### src/rtl/rx_deserializer_mc.sv
`default_nettype none
// ============================================================================
// Module      : rx_deserializer_mc
// Description : Frames C_CHANNELS serial streams into tagged pixel words,
//               buffers each channel in a FIFO and merges them round-robin
//               onto a single valid/ready output. Optional per-channel error
//               counters are enabled with RX_DESER_MC_STATS_EN.
// Revision    : 1.0 - initial release
// ============================================================================
module rx_deserializer_mc #(
   parameter int C_CHANNELS   = 2,
   parameter int D_WIDTH      = 10,
   parameter int C_COLUMNS    = 320,
   parameter int C_ROWS       = 320,
   parameter int C_FIFO_DEPTH = 4,
   localparam int CH_W  = (C_CHANNELS > 1) ? $clog2(C_CHANNELS) : 1,
   localparam int COL_W = $clog2(C_COLUMNS),
   localparam int ROW_W = $clog2(C_ROWS)
) (
   input  logic                  CLOCK,
   input  logic                  RESET,
   input  logic [C_CHANNELS-1:0] FRAME_START,
   input  logic [C_CHANNELS-1:0] SER_INPUT,
   input  logic [C_CHANNELS-1:0] SER_INPUT_EN,
   input  logic                  ERR_CLEAR,
   input  logic                  PAR_READY,
   output logic [D_WIDTH-1:0]    PAR_OUTPUT,
   output logic                  PAR_OUTPUT_EN,
   output logic [CH_W-1:0]       PAR_CHANNEL,
   output logic [COL_W-1:0]      PAR_COL,
   output logic [ROW_W-1:0]      PAR_ROW,
   output logic                  LINE_END,
   output logic                  FRAME_END,
   output logic [C_CHANNELS-1:0] PIXEL_ERROR,
   output logic [C_CHANNELS-1:0] OVERFLOW
`ifdef RX_DESER_MC_STATS_EN
   ,
   output logic [16*C_CHANNELS-1:0] ERR_COUNT
`endif
);

   localparam int WORD_W = D_WIDTH + 2;
   localparam int BCNT_W = $clog2(WORD_W + 1);
   localparam int ENT_W  = D_WIDTH + COL_W + ROW_W + 2;
   localparam int PTR_W  = $clog2(C_FIFO_DEPTH);
   localparam int CNT_W  = PTR_W + 1;

   logic [C_CHANNELS-1:0]            fifo_empty;
   logic [C_CHANNELS-1:0][ENT_W-1:0] fifo_head;
   logic [C_CHANNELS-1:0]            pop;

   logic                 out_vld;
   logic [D_WIDTH-1:0]   out_data;
   logic [CH_W-1:0]      out_ch;
   logic [COL_W-1:0]     out_col;
   logic [ROW_W-1:0]     out_row;
   logic                 out_le;
   logic                 out_fe;
   logic [CH_W-1:0]      rr_ptr;
   logic [CH_W-1:0]      grant;
   logic                 grant_vld;
   logic [CH_W:0]        cand;
   logic                 load;

   for (genvar ch = 0; ch < C_CHANNELS; ch++) begin : g_ch
      // Only the first WORD_W-1 bits are held; the arriving bit completes the word.
      logic [WORD_W-2:0]   shift_q;
      logic [BCNT_W-1:0]   bit_cnt;
      logic [COL_W-1:0]    col;
      logic [ROW_W-1:0]    row;
      logic                push_vld;
      logic [ENT_W-1:0]    push_ent;
      logic                perr;
      logic [ENT_W-1:0]    mem [C_FIFO_DEPTH];
      logic [PTR_W-1:0]    wr_ptr;
      logic [PTR_W-1:0]    rd_ptr;
      logic [CNT_W-1:0]    count;
      logic                ovf;
      logic [WORD_W-1:0]   word_nxt;
      logic                word_done;
      logic                line_last;
      logic                row_last;
      logic                fifo_full;
      logic                do_push;

      assign word_nxt  = {shift_q, SER_INPUT[ch]};
      assign word_done = SER_INPUT_EN[ch] && !FRAME_START[ch] &&
                         (bit_cnt == BCNT_W'(WORD_W - 1));
      assign line_last = (col == COL_W'(C_COLUMNS - 1));
      assign row_last  = (row == ROW_W'(C_ROWS - 1));

      always_ff @(posedge CLOCK or negedge RESET) begin
         if (!RESET) begin
            shift_q  <= '0;
            bit_cnt  <= '0;
            col      <= '0;
            row      <= '0;
            push_vld <= 1'b0;
            push_ent <= '0;
            perr     <= 1'b0;
         end else begin
            push_vld <= 1'b0;
            perr     <= 1'b0;
            if (FRAME_START[ch]) begin
               shift_q <= '0;
               bit_cnt <= '0;
               col     <= '0;
               row     <= '0;
            end else if (SER_INPUT_EN[ch]) begin
               shift_q <= word_nxt[WORD_W-2:0];
               if (word_done) begin
                  bit_cnt <= '0;
                  if (word_nxt[WORD_W-1] && !word_nxt[0]) begin
                     push_vld <= 1'b1;
                     push_ent <= {word_nxt[D_WIDTH:1], col, row, line_last,
                                  line_last && row_last};
                  end else begin
                     perr <= 1'b1;
                  end
                  // Bad words still occupy a column slot to keep line alignment.
                  if (line_last) begin
                     col <= '0;
                     row <= row_last ? '0 : row + ROW_W'(1);
                  end else begin
                     col <= col + COL_W'(1);
                  end
               end else begin
                  bit_cnt <= bit_cnt + BCNT_W'(1);
               end
            end
         end
      end

      assign fifo_full = (count == CNT_W'(C_FIFO_DEPTH));
      assign do_push   = push_vld && (!fifo_full || pop[ch]);

      always_ff @(posedge CLOCK) begin
         if (do_push) mem[wr_ptr] <= push_ent;
      end

      always_ff @(posedge CLOCK or negedge RESET) begin
         if (!RESET) begin
            wr_ptr <= '0;
            rd_ptr <= '0;
            count  <= '0;
            ovf    <= 1'b0;
         end else begin
            if (do_push) wr_ptr <= wr_ptr + PTR_W'(1);
            if (pop[ch]) rd_ptr <= rd_ptr + PTR_W'(1);
            case ({do_push, pop[ch]})
               2'b10:   count <= count + CNT_W'(1);
               2'b01:   count <= count - CNT_W'(1);
               default: count <= count;
            endcase
            if (push_vld && !do_push) ovf <= 1'b1;
            else if (ERR_CLEAR)       ovf <= 1'b0;
         end
      end

      assign fifo_empty[ch]  = (count == '0);
      assign fifo_head[ch]   = mem[rd_ptr];
      assign PIXEL_ERROR[ch] = perr;
      assign OVERFLOW[ch]    = ovf;

`ifdef RX_DESER_MC_STATS_EN
      logic [15:0] err_cnt;

      always_ff @(posedge CLOCK or negedge RESET) begin
         if (!RESET) begin
            err_cnt <= '0;
         end else if (perr) begin
            if (ERR_CLEAR)                err_cnt <= 16'd1;
            else if (err_cnt != 16'hFFFF) err_cnt <= err_cnt + 16'd1;
         end else if (ERR_CLEAR) begin
            err_cnt <= '0;
         end
      end

      assign ERR_COUNT[16*ch +: 16] = err_cnt;
`endif
   end

   assign load = !out_vld || PAR_READY;

   // First non-empty channel at or after the pointer, scanning with wrap.
   always_comb begin
      grant_vld = 1'b0;
      grant     = '0;
      cand      = '0;
      for (int i = 0; i < C_CHANNELS; i++) begin
         cand = {1'b0, rr_ptr} + (CH_W+1)'(i);
         if (cand >= (CH_W+1)'(C_CHANNELS)) cand = cand - (CH_W+1)'(C_CHANNELS);
         if (!grant_vld && !fifo_empty[cand[CH_W-1:0]]) begin
            grant_vld = 1'b1;
            grant     = cand[CH_W-1:0];
         end
      end
   end

   always_comb begin
      pop = '0;
      if (load && grant_vld) pop[grant] = 1'b1;
   end

   always_ff @(posedge CLOCK or negedge RESET) begin
      if (!RESET) begin
         out_vld  <= 1'b0;
         out_data <= '0;
         out_ch   <= '0;
         out_col  <= '0;
         out_row  <= '0;
         out_le   <= 1'b0;
         out_fe   <= 1'b0;
         rr_ptr   <= '0;
      end else if (load) begin
         out_vld <= grant_vld;
         if (grant_vld) begin
            {out_data, out_col, out_row, out_le, out_fe} <= fifo_head[grant];
            out_ch <= grant;
            rr_ptr <= (grant == CH_W'(C_CHANNELS - 1)) ? '0 : grant + CH_W'(1);
         end
      end
   end

   assign PAR_OUTPUT    = out_data;
   assign PAR_OUTPUT_EN = out_vld;
   assign PAR_CHANNEL   = out_ch;
   assign PAR_COL       = out_col;
   assign PAR_ROW       = out_row;
   assign LINE_END      = out_vld && out_le;
   assign FRAME_END     = out_vld && out_fe;

endmodule
`default_nettype wire

### config.mk
export PLATFORM = sky130hd
export DESIGN_NAME = rx_deserializer_mc
export DESIGN_NICKNAME = d
export VERILOG_FILES = /design/src/rtl/rx_deserializer_mc.sv
export SDC_FILE = /design/constraint.sdc
export NUM_CORES = 1
export LEC_CHECK = 0
export ABC_AREA = 1
export CAP_MARGIN = 10
export CORE_MARGIN = 3
export CORE_UTILIZATION = 35
export CTS_BUF_LIST = sky130_fd_sc_hd__clkbuf_2 sky130_fd_sc_hd__clkbuf_4 sky130_fd_sc_hd__clkbuf_8
export DETAILED_ROUTE_END_ITERATION = 6
export PLACE_DENSITY_LB_ADDON = 0.05
export SETUP_SLACK_MARGIN = 0.5
export SLEW_MARGIN = 20
export SYNTH_ARGS = -nofsm -noshare
export SYNTH_HDL_FRONTEND = slang
export SYNTH_SLANG_ARGS = --single-unit
export TNS_END_PERCENT = 5
### constraint.sdc
create_clock -name CLOCK -period 3.6 [get_ports CLOCK]
set_input_delay 0.36 -clock CLOCK [delete_from_list [all_inputs] [get_ports CLOCK]]
set_output_delay 0.36 -clock CLOCK [all_outputs]
set_load 0.005 [all_outputs]
# Word level (Yosys, flattened, before mapping)
# Memory sizes are Yosys's and may differ from the RTL's.
# Index checks and enable logic that the tools add are counted.
# totals
register_bits	179
word_cells	188
mem_count	2
output_inout_bits	36
ramBits	240
in_bits	10
# memory_table
name	depth	word_bits	read_ports	rd_clocked_by_memory_dff	wr	line	text
g_ch[0].mem	4	30	1	0	1	74	logic [ENT_W-1:0] mem [C_FIFO_DEPTH];
g_ch[1].mem	4	30	1	0	1	74	
# classes
n_addsub	18
muxes	69
n_eq_ne	12
n_bitwise	2
n_lt_le_gt_ge	6
n_reduce_logical	49
# op_table
cell	count
9-bit two-way mux	18
30-bit two-way mux	2
11-bit two-way mux	4
9-bit by 1-bit adder with 9-bit output, second input constant	4
9-bit == test, second input constant	4
1-bit two-way mux	35
4-bit two-way mux	6
2-bit nonzero test	10
1-bit logical AND	17
3-bit case mux with 2 select lines	2
1-bit zero test	10
2-bit by 1-bit adder with 2-bit output, second input constant	4
4-bit by 1-bit adder with 4-bit output, second input constant	2
4-bit == test, second input constant	2
4-bit AND reduction	2
3-bit by 1-bit adder with 3-bit output, second input constant	2
3-bit == test, second input constant	2
3-bit zero test	2
1-bit by 2-bit less-than comparator with 1-bit output, second input constant	3
2-bit AND reduction	3
3-bit AND reduction	2
3-bit by 1-bit subtractor with 3-bit output, second input constant	2
2-bit by 1-bit == test with 1-bit output, second input constant	2
2-bit == test, second input constant	2
other kinds (10)	14

# Logic depth before layout (Yosys ltp)
# logic_depth
depth_word	18
mapped_depth	13
mapped_depth_nobuf	13

# Worst setup path before layout
# Ideal clock, no wire load.
# synth_timing
path_kind	register to register
startpoint	reg g_ch[0].count[0]
endpoint	mem g_ch[1].mem[0][0] (netlist bit), enable pin
required_ns	3.183
period_less_slack_ns	2.908
setup_slack_ns	0.692
stages_incl_launch_ff	8
setup_ns	0.417
path_buffers	0
arrival_time_ns	2.491
cell_sequence	dfrtp_1 > nor2_1 > nand2_1 > a21oi_2 > nand2_1 > nand3_1 > nand2_2 > nor2_1
# synth_between
elab_chain_len	15
# synth_rtl
item	line	text
from (decl)	77	logic [CNT_W-1:0] count;
from (signal assigned)	151	2'b10: count <= count + CNT_W'(1);
from (signal assigned)	152	2'b01: count <= count - CNT_W'(1);
from (signal assigned)	153	default: count <= count;
3-bit zero test (*)	160	assign fifo_empty[ch] = (count == '0);
1-bit two-way mux (implied by the code) (2 in a row)	193	if (!grant_vld && !fifo_empty[cand[CH_W-1:0]]) begin
1-bit zero test	193	
1-bit logical AND	193	
1-bit two-way mux	193	
1-bit by 2-bit less-than comparator with 1-bit output (implied by the code) / 1-bit greater-or-equal comparator (equally long branches)	202	if (load && grant_vld) pop[grant] = 1'b1;
1-bit logical AND (implied by the code)	202	
1-bit two-way mux (implied by the code)	202	
1-bit demux with 1-bit select	202	
2-bit two-way mux (*)	202	
1-bit logical OR (*)	135	assign do_push = push_vld && (!fifo_full || pop[ch]);
1-bit logical AND (*)	135	
1-bit two-way mux (*)	138	if (do_push) mem[wr_ptr] <= push_ent;
1-bit two-way mux (implied by the code) (*)	138	
to (decl)	74	
# Mark *: on every way between the ends. The rest lies on a longest branch, timed or not. The select of a mux whose other input is x is not followed.

# Worst setup path in the final report
# layout_timing
startpoint	reg g_ch[0].count[0]
endpoint	mem g_ch[1].mem[1][12] (netlist bit), enable pin
# The elaborated chain is that of the path after synthesis.

==> metrics.md <==
| Metric | Value |
|---|---|
| Status | `finished clean` |
| Final Routed Wirelength | `39690 um` |
| Worst setup SP type | `flop` |
| CTS Buf Count | `77` |
| Setup violators final | `0` |
| Number of flops mapped to enable cells by yosys | `240` |
| Hold WC Path Type | `input port to flop` |
| Normalized max-slew margin | `35.61%` |
| Largest net degree at the start of global routing | `99` |
| Residual DRC | `0` |
| Peak Freq | `406.4 MHz` |
| Antenna violations before repair | `1` |
| Via density | `4.883` |
| Period utilisation layout | `68.35%` |
| Clock sink count | `419` |
| Mean Syn Cell Area | `11.29 um2` |
| Crit path kind | `flop to flop` |
| Die H | `225.0 um` |
| Register Area | `11690 um2` |
| Crit path buf inv count | `1` |
| Die Wd | `225.0 um` |
| Fill cell count | `4500` |
| Cts repair resizes | `0` |
| Slowest-stage cell, CP | `buf_4` |
| Routability congestion estimate | `0.7717` |
| Area of the multi-input gates | `4354 um2` |
| CTS tree | `built` |
| Yosys cell types | `35` |
| Hold Buf Count CTS | `1` |
| RSZ-0062 raised after global routing | `no` |
| DR vias | `10900` |
| Worst path top cell family by delay | `simple AND/OR/NAND/NOR gates` |
| Pwr dens | `674.7 nW/um2` |
| Peak supply drop | `0.0002821 V` |
| Number of max-cap violations | `0` |
| Required time of the critical path | `3.85 ns` |
| Pins Over Slew Limit | `0` |
| Final Hold Fails | `0` |
| Leakage power | `7.420 nW` |
| Share of layout cells above drive strength 1 | `12.13%` |
| Root Driver | `clkbuf_8` |
| Total GRT Usage | `16.04%` |
| Synth Register Bits | `419` |
| YS warnings | `0` |
| First-pass GRT wire length | `63180 um` |
| Area leader, netlist | `edfxtp_1` |
| Post-synth ARST share | `42.72%` |
| Most used cell, CP | `nand2_1` |
| Crit-path cells | `nor2_1 > nand2_1 > a21oi_2 > nand2_1 > nand3_1 > nand2_2 > nor2_2 > buf_4` |
| Critical Path AT | `2.71 ns` |
| Syn Nets | `1513` |
| Synth top area share | `42.93%` |
| I/O pins | `46` |
| Vias in the first global route | `10870` |
| Commonest non-fill, non-tap cell in the layout | `nand2_1` |
| CP peak stage delay | `0.45 ns` |
| # rows | `79` |
| Cell area after synthesis | `16790 um2` |
| DRT iter0 DRCs | `643` |
| Die footprint | `50630 um2` |
| Seq/Total Area, Yosys | `69.61%` |
| Setup crit end kind | `flop` |
| Hold slack | `0.3768 ns` |
| Drt first pass iters | `5` |
| Global route overflow | `0` |
| Routed WL per cell | `17.78 um` |
| Worst slew pin tran | `0.9659 ns` |
| Skew final | `0.02572 ns` |
| Worst-path fanout max | `30` |
| Clock buffer depth | `3` |
| Post-Syn Instances | `1487` |
| Setup Fix Bufs, Post-CTS | `0` |
| Initial Util | `35.76%` |
| Top post-synthesis cells by area | `edfxtp_1 43%, dfrtp_1 27%, nand2_1 6.0%` |
| DP HPWL | `24250 um` |
| Post-DRT Antenna Nets | `0` |
| Core footprint | `46950 um2` |
| Final Critical Period | `2.461 ns` |
| Core Util, Final | `41.36%` |
| Commonest non-fill, non-tap cells in the layout | `266 x nand2_1, 240 x edfxtp_1, 178 x dfrtp_1, 172 x o21ai_0, 145 x nor2_1` |
| P&R area growth vs syn | `15.68%` |
| Later-pin clock latency in the skew report | `0.62 ns` |
| Top_reg_cell synth | `edfxtp_1` |
| H-Tree Depth | `3` |
| TNS Setup | `0 ns` |
| I/O Buffers | `45` |
| Nets | `1590` |
| Clock transition at path regs | `0.05 ns` |
power breakdown:
part	internal, mW	switching, mW	leakage [nW]	total [mW]
clock	2.54	1.94	0.821	4.48
combinational	1.06	1.97	2.13	3.03
sequential	5.35	0.244	4.47	5.60
total	8.95	4.15	7.42	13.1
cell usage after synthesis (17+ instances only):
master and n:
dfrtp_1 179, nor2_1 153, clkbuf_1 50, xor2_1 18, nand2_1 267, edfxtp_1 240, nand3_1 66, inv_1 107
o22ai_1 70, a21oi_1 38, nor3_1 17, o21ai_0 172
final timing paths:
kind / startpoint / end / slack, ns / cells after the start
setup / recovery: g_ch[0].count[0]$_DFFE_PN0P_ / g_ch[1].mem[1][12]$_DFFE_PP_ / 1.14 / 8
hold / removal: ERR_CLEAR / g_ch[0].ovf$_DFFE_PN0P_ / 0.38 / 2
setup reg to reg: g_ch[0].count[0]$_DFFE_PN0P_ / g_ch[1].mem[1][12]$_DFFE_PP_ / 1.14 / 8
hold reg to reg: g_ch[1].count[0]$_DFFE_PN0P_ / g_ch[1].count[0]$_DFFE_PN0P_ / 0.46 / 1
max in group asynchronous: RESET / g_ch[0].row[0]$_DFFE_PN0P_ / 2.34 / 3
min in group asynchronous: RESET / g_ch[1].wr_ptr[0]$_DFFE_PN0P_ / 0.43 / 2
sequential cells by signal (all words and copies together), names as in the netlist, 9 cells and up:
name and flops:
g_ch.mem 240, g_ch.push_ent 60, g_ch.shift_q 22, g_ch.col 18, g_ch.row 18, PAR_OUTPUT 10
PAR_COL 9, PAR_ROW 9
routing by layer:
layer	up-vias	track usage [%]	wire, um
met5	-	0	0
met4	0	5.229	1103
met3	82	3.751	1685
met2	208	24.85	17970
met1	5315	22.43	18930
li1	5293	-	-
per-stage QoR:
stage               total power, mW  area, um2  setup slack [ns]  instances
global placement              8.778      17880            0.9110       2091
CTS                           13.38      19420             1.109       2231
floorplan                     7.461      16790            0.6918       1487
finish                        13.10      19420             1.139       2232
detailed placement            8.782      17880            0.8569       2091
global route                  13.96      19420            0.9717       2232
area by class of cell:
class,instances,area share [%]
flip-flops and latches,419,60.18
diodes,1,0.01288
clock inverters,19,0.4510
repair buffers,70,3.382
inverters,114,2.203
multi-input cells,882,22.42
clock buffers,120,7.441
well taps,607,3.911
cells by family (layout without fill, tap and decap cells):
logic type	count (synthesis)	count (layout)	share of synthesized area, %
AOI/OAI and AO/OA	311	311	10.17
xor gates and xnor gates	18	18	0.9390
adders and majority gates	16	16	1.282
buffers and inverters	186	323	4.591
DFF	419	419	69.61
other	0	1	0
and+or+nand+nor	537	537	13.41
Power figures use the tool's default switching activity.
